File: config.mk
export PLATFORM = sky130hd
export DESIGN_NAME = minterm_scanner_flat
export DESIGN_NICKNAME = d
export VERILOG_FILES = /design/src/rtl/minterm_pkg.sv /design/src/rtl/minterm_scanner_if.sv /design/src/rtl/minterm_emit.sv /design/src/rtl/minterm_scanner.sv /design/src/flat_wrapper.sv
export SDC_FILE = /design/constraint.sdc
export NUM_CORES = 1
export LEC_CHECK = 0
export CAP_MARGIN = 0
export CORE_MARGIN = 3
export CORE_UTILIZATION = 49
export CTS_CLUSTER_DIAMETER = 40
export DETAILED_ROUTE_END_ITERATION = 7
export GPL_TIMING_DRIVEN = 0
export HOLD_SLACK_MARGIN = 0.08
export MAX_ROUTING_LAYER = met4
export PLACE_DENSITY = 0.77
export SYNTH_ARGS = -nofsm -noshare
export SYNTH_HDL_FRONTEND = slang
export SYNTH_SLANG_ARGS = --single-unit
export TNS_END_PERCENT = 5
File: constraint.sdc
create_clock -name clk -period 1.8 [get_ports clk]
set_input_delay 0.45 -clock clk [delete_from_list [all_inputs] [get_ports clk]]
set_output_delay 0.45 -clock clk [all_outputs]
set_load 0.05 [all_outputs]
File: src/rtl/minterm_pkg.sv
// minterm_pkg
// Shared definitions for the minterm scanner: FSM state encoding and
// the dimensions of the 4-variable truth table being scanned.
package minterm_pkg;

   localparam int NVARS = 4;
   localparam int NCOMB = 16;

   typedef enum logic [1:0] {
      IDLE  = 2'd0,
      APPLY = 2'd1,
      EMIT  = 2'd2,
      FIN   = 2'd3
   } state_t;

endpackage

File: src/rtl/minterm_scanner_if.sv
// minterm_scanner_if
// Valid/ready stream carrying minterm indices out of the scanner.
//   m_valid : m_index is valid (master -> slave)
//   m_ready : sink accepts m_index (slave -> master)
//   m_index : minterm number, ascending order (master -> slave)
//   m_last  : m_index is the highest minterm of the scan (master -> slave)
interface minterm_scanner_if;
   import minterm_pkg::*;

   logic             m_valid;
   logic             m_ready;
   logic [NVARS-1:0] m_index;
   logic             m_last;

   modport master (
      output m_valid,
      output m_index,
      output m_last,
      input  m_ready
   );

   modport slave (
      input  m_valid,
      input  m_index,
      input  m_last,
      output m_ready
   );

endinterface

File: src/rtl/minterm_emit.sv
// minterm_emit
// Walks the captured truth table from bit 0 upwards and offers each set
// bit as a minterm index on the stream interface.
//   clk, rst_n : clock, asynchronous active-low reset
//   active     : high while the parent FSM is in EMIT
//   tt         : captured truth table
//   finished   : high in the cycle in which pointer 15 is skipped or accepted
//   m_if       : minterm stream (master side)
module minterm_emit
   import minterm_pkg::*;
(
   input  logic             clk,
   input  logic             rst_n,
   input  logic             active,
   input  logic [NCOMB-1:0] tt,
   output logic             finished,
   minterm_scanner_if.master m_if
);

   localparam logic [NVARS-1:0] LAST_PTR = NVARS'(NCOMB - 1);

   logic [NVARS-1:0] ptr_reg;
   logic [NVARS-1:0] ptr_next;
   logic             hit;
   logic             advance;
   logic [NCOMB-1:0] above_mask;

   // Valid comes only from registered state, so it never depends on m_ready.
   assign hit     = active & tt[ptr_reg];
   // Zero entries are skipped in one cycle; set entries wait for the sink.
   assign advance = active & (~tt[ptr_reg] | m_if.m_ready);

   // above_mask selects the table bits strictly above the pointer.
   genvar gi;
   generate
      for (gi = 0; gi < NCOMB; gi++) begin : g_mask
         assign above_mask[gi] = (NVARS'(gi) > ptr_reg);
      end
   endgenerate

   assign m_if.m_valid = hit;
   assign m_if.m_index = hit ? ptr_reg : '0;
   assign m_if.m_last  = hit & ~|(tt & above_mask);
   assign finished     = advance & (ptr_reg == LAST_PTR);

   // The pointer saturates at 15; the parent leaves EMIT on that step.
   always_comb begin
      ptr_next = ptr_reg;
      if (!active) begin
         ptr_next = '0;
      end else if (advance && (ptr_reg != LAST_PTR)) begin
         ptr_next = ptr_reg + 1'b1;
      end
   end

   always_ff @(posedge clk or negedge rst_n) begin
      if (!rst_n) begin
         ptr_reg <= '0;
      end else begin
         ptr_reg <= ptr_next;
      end
   end

endmodule

File: src/rtl/minterm_scanner.sv
// minterm_scanner
// Drives all 16 input vectors into an external 4-input function, captures
// its response into a truth table, counts the minterms and then streams the
// minterm indices out in ascending order.
//   SETTLE     : cycles each vector is held before r is sampled (1..15)
//   clk, rst_n : clock, asynchronous active-low reset
//   start      : begin a scan (only honoured in IDLE)
//   x, y, w, z : vector to the function under test (x = bit 3, z = bit 0)
//   r          : combinational response of the function under test
//   busy       : high outside IDLE
//   done       : one-cycle pulse at the end of a scan
//   tt, count  : captured truth table and its number of set bits
//   m_if       : minterm index stream (master side)
module minterm_scanner
   import minterm_pkg::*;
#(
   parameter int SETTLE = 1
) (
   input  logic              clk,
   input  logic              rst_n,
   input  logic              start,
   output logic              x,
   output logic              y,
   output logic              w,
   output logic              z,
   input  logic              r,
   output logic              busy,
   output logic              done,
   output logic [NCOMB-1:0]  tt,
   output logic [4:0]        count,
   minterm_scanner_if.master m_if
);

   localparam logic [3:0]       SETTLE_LAST = 4'(SETTLE - 1);
   localparam logic [NVARS-1:0] LAST_IDX    = NVARS'(NCOMB - 1);

   state_t           state_reg, state_next;
   logic [NVARS-1:0] idx_reg, idx_next;
   logic [3:0]       settle_reg, settle_next;
   logic [NCOMB-1:0] tt_reg, tt_next;
   logic [4:0]       count_reg, count_next;
   logic             emit_finished;
   logic             settle_last;

   assign settle_last = (settle_reg == SETTLE_LAST);

   minterm_emit u_emit (
      .clk      (clk),
      .rst_n    (rst_n),
      .active   (state_reg == EMIT),
      .tt       (tt_reg),
      .finished (emit_finished),
      .m_if     (m_if)
   );

   always_comb begin
      state_next  = state_reg;
      idx_next    = idx_reg;
      settle_next = settle_reg;
      tt_next     = tt_reg;
      count_next  = count_reg;
      case (state_reg)
         IDLE: begin
            if (start) begin
               state_next  = APPLY;
               idx_next    = '0;
               settle_next = '0;
               tt_next     = '0;
               count_next  = '0;
            end
         end
         APPLY: begin
            // r is only looked at on the final settle cycle of each vector.
            if (settle_last) begin
               tt_next[idx_reg] = r;
               count_next       = count_reg + 5'(r);
               idx_next         = idx_reg + 1'b1;
               settle_next      = '0;
               if (idx_reg == LAST_IDX) begin
                  state_next = EMIT;
               end
            end else begin
               settle_next = settle_reg + 1'b1;
            end
         end
         EMIT: begin
            if (emit_finished) begin
               state_next = FIN;
            end
         end
         FIN: begin
            // start is deliberately not examined here.
            state_next = IDLE;
         end
         default: begin
            state_next = IDLE;
         end
      endcase
   end

   always_ff @(posedge clk or negedge rst_n) begin
      if (!rst_n) begin
         state_reg  <= IDLE;
         idx_reg    <= '0;
         settle_reg <= '0;
         tt_reg     <= '0;
         count_reg  <= '0;
      end else begin
         state_reg  <= state_next;
         idx_reg    <= idx_next;
         settle_reg <= settle_next;
         tt_reg     <= tt_next;
         count_reg  <= count_next;
      end
   end

   assign {x, y, w, z} = (state_reg == APPLY) ? idx_reg : '0;
   assign busy         = (state_reg != IDLE);
   assign done         = (state_reg == FIN);
   assign tt           = tt_reg;
   assign count        = count_reg;

endmodule

File: src/flat_wrapper.sv
// flat-port wrapper written by rule: the top's interface ports become plain ports
module minterm_scanner_flat import minterm_pkg::*;
#(
   parameter int SETTLE = 1
)
  (clk, rst_n, start, x, y, w, z, r, busy, done, tt, count, m_if_m_valid, m_if_m_index, m_if_m_last, m_if_m_ready);
  minterm_scanner_if m_if_i ();
  input  logic clk;
  input  logic rst_n;
  input  logic start;
  output logic x;
  output logic y;
  output logic w;
  output logic z;
  input  logic r;
  output logic busy;
  output logic done;
  output logic [NCOMB-1:0] tt;
  output logic [4:0] count;
  output wire logic [$bits(m_if_i.m_valid)-1:0] m_if_m_valid;
  output wire logic [$bits(m_if_i.m_index)-1:0] m_if_m_index;
  output wire logic [$bits(m_if_i.m_last)-1:0] m_if_m_last;
  input wire logic [$bits(m_if_i.m_ready)-1:0] m_if_m_ready;
  assign m_if_m_valid = m_if_i.m_valid;
  assign m_if_m_index = m_if_i.m_index;
  assign m_if_m_last = m_if_i.m_last;
  assign m_if_i.m_ready = m_if_m_ready;
  minterm_scanner #(.SETTLE(SETTLE)) u_core (.clk(clk), .rst_n(rst_n), .start(start), .x(x), .y(y), .w(w), .z(z), .r(r), .busy(busy), .done(done), .tt(tt), .count(count), .m_if(m_if_i));
endmodule
==> results.tsv <==
stage	metric	value	unit
run_status	outcome	finished with violations	
run_status	failing checks	setup timing	
pwr	overall power	4890	uW
sta	final setup fails	32	
setup_path	CP required	1350	ps
sta	Hold Violations, Final	0	
cts	CTS Sinks	35	
setup_path	max incr delay on CP	530	ps
detailed_routing	Routed WL	6050	um
pwr	Max IR drop VDD	1.03	mV
logic_synthesis	Top FF cell, synth	dfrtp_1	
grt	vias in the first global route	2101	
setup_path	CP max FO	2	
setup_path	worst setup path category	reg2out	
layout	Final Util	70.8	%
logic_synthesis	Net Count, Synth	290	
setup_path	Critical Path Source	u_core.tt[4]	
floorplan	Die Wd	76.0	um
cts	Hold Buf Count CTS	0	
setup_path	worst path cell trace	or4_4 > a221oi_2 > o21ai_1 > a22oi_2 > o211a_4 > buf_8	
min_path	worst hold path class	in2async	
layout	Final Cell Area	3210	sq um
grt	GRT Overall Usage	22.0	%
detailed_routing	DR WL/cell	15.5	um
detailed_routing	routed length on met1	2780	um
placed_design	Placed Area	2890	sq um
sta	Max Transition Viols Final	0	
placed_design	Routability Congestion	0.879	
setup_path	CP Capture Type	output port	
setup_path	Crit path max-delay family	compound AO/OA/AOI/OAI gates	
detailed_routing	met2 WL post-DR	2910	um
detailed_routing	DRC	0	
floorplan	I/O Pins	38	
placed_design	Final HPWL DP	4200	um
sta	RSZ-0062 raised after global routing	true	
detailed_routing	met3 WL	297	um
sta	Least-Margin Pin Slew	795	ps
setup_path	arrival time at the worst endpoint	2010	ps
logic_synthesis	Avg Cell Area, Syn	8.93	sq um
logic_synthesis	Syn Inst Count	269	
cts	clk slew on worst S/H paths	80	ps
sta	setup ws final	-657	ps
logic_synthesis	Yosys cell types	43	
layout	most common cell after layout, fill and taps aside	nor2_1	
floorplan	row count	24	
cts	clk_lat worst skew	290	ps
cts	TritonCTS clock tree	built	
setup_path	flop2flop setup slack	-250	ps
cts	clock buffer count from CTS	5	
setup_path	RR Endpoint	u_core.state_reg[1]	
floorplan	Die Area	5780	sq um
layout	most frequent cells in the layout	nor2_1 (29), mux2i_1 (27), dfrtp_1 (24)	
setup_path	reg2reg path depth	8	
logic_synthesis	#FFs+latches synth	35	
sta	setup_tns	-8930	ps
logic_synthesis	FFs w/ async S/R, synth	100	%
grt	gr ovfl total	0	
cts	H-tree depth	2	
detailed_routing	DRT Pass-1 Iters	5	
sta	Layout Skew	8.35	ps
floorplan	DIE HEIGHT	76.0	um
setup_path	CP bufs+invs	1	
setup_path	CP max stage cell	or4_4	
job	max cap viols	0	
layout	n_diodes	0	
cts	root buffer cell	clkbuf_8	
detailed_routing	Antenna Nets Post-Route	0	
pwr	power per cell area	1520	nW/um^2
sta	worst rel slew slack	47.0	%
setup_path	startpoint types	flop	
grt	first-pass GRT wire length	10200	um
sta	Final min period	2460	ps
grt	pin count of the biggest net entering global routing	36	
detailed_routing	Via-to-Cell Ratio	5.63	
floorplan	Initial Util	53.0	%
detailed_routing	top layer in use	met4	
cts	Clock Path Buffers	2	
detailed_routing	via count	2195	
setup_path	Critical R2R Launch	u_core.settle_reg[0]	
logic_synthesis	sequential-to-total area share from yosys stat	36.5	%
layout	share of cells above drive strength 1	24.6	%
layout	max reg flops	16	
sta	period utilization	137	%
logic_synthesis	post-synthesis cell area	2400	sq um
layout	area delta synth->final	33.7	%
floorplan	core area	4530	sq um
logic_synthesis	number of enable flip-flop cells after synthesis	0	
sta	final hold slack	232	ps
logic_synthesis	Synth Warn #	0	
detailed_routing	DR iter-0 viols	180	
grt	initial antenna violation count	0	
pwr	leakage	0.00158	uW
layout	fin nets	345	
sta	fmax	407	MHz
placed_design	port bufs	37	
worst reg2reg max path, delay by kind of cell, from the launching register on:
kind / cells / cell delay [ps]
DFF: 1 / 420
and+or+nand+nor: 2 / 460
muxes: 1 / 330
buffers and inverters: 2 / 210
adders and majority gates: 1 / 150
AOI/OAI and AO/OA: 2 / 350
power by group:
group	internal (uW)	switching (uW)
clock	412	305
combinational	1210	1800
sequential	963	192
total	2590	2300
cell type report:
class                           instances  area (sq um)
Fill cell                             350          1320
Clock inverter                          3          43.8
Multi-Input combinational cell        203          1470
Buffer                                 15           131
Timing Repair Buffer                   50           468
Tap cell                               65          81.3
Sequential cell                        35           890
Inverter                               14          55.1
Clock buffer                            5          68.8
worst max path at each step:
stage	to	slack, ps	cells past startpoint
final	m_if_m_last	-660	6
after global routing	m_if_m_last	-740	8
after CTS	m_if_m_last	-660	6
after detailed placement	m_if_m_last	-1140	9
after global placement	m_if_m_last	-1140	6
after floorplan	m_if_m_last	-710	6
per-layer routing:
layer,GRT usage [%],vias to the layer above
met2,36.2,76
li1,-,1061
met5,-,-
met1,28.2,1051
met3,4.02,7
met4,5.80,0
cell families after synthesis:
logic type,count (synthesis),synth area share [%]
buffers and inverters,31,5.78
adders and majority gates,16,8.33
and+or+nand+nor,109,21.8
xor gates and xnor gates,5,1.82
DFF,35,36.5
muxes,29,12.1
AOI/OAI and AO/OA,44,13.6
synthesized netlist by cell type (2+ instances only):
cell type	count	area, sq um
mux2i_1	28	280
dfrtp_1	35	876
xor2_1	5	43.8
a21oi_1	5	25.0
o21a_1	3	22.5
ha_1	16	200
nand3_1	23	115
nor4_1	2	12.5
o21ai_0	10	50.1
nor3_1	2	10.0
a22o_1	2	17.5
a22oi_1	4	30.0
a221oi_1	2	17.5
and2_1	8	50.1
inv_1	14	52.6
nor2b_1	6	37.5
buf_2	6	30.0
nor2_1	31	116
clkbuf_1	7	26.3
a31oi_1	5	31.3
o211a_1	2	20.0
buf_4	2	15.0
a221o_1	2	20.0
nand4_1	8	50.1
nand2_1	23	86.3
repair_timing:
| item | CTS | global route |
|---|---|---|
| buffers inserted | 8 | 5 |
| resized for setup | 129 | 12 |
| endpoints found under the setup margin | 60 | 39 |
| pin swaps | 8 | 8 |
per-stage QoR:
step / std cells / setup WS (ps)
floorplan: 269 / -709
global placement: 371 / -1140
detailed placement: 371 / -1140
CTS: 386 / -656
global route: 390 / -736
finish: 390 / -657
Power figures use the tool's default switching activity.
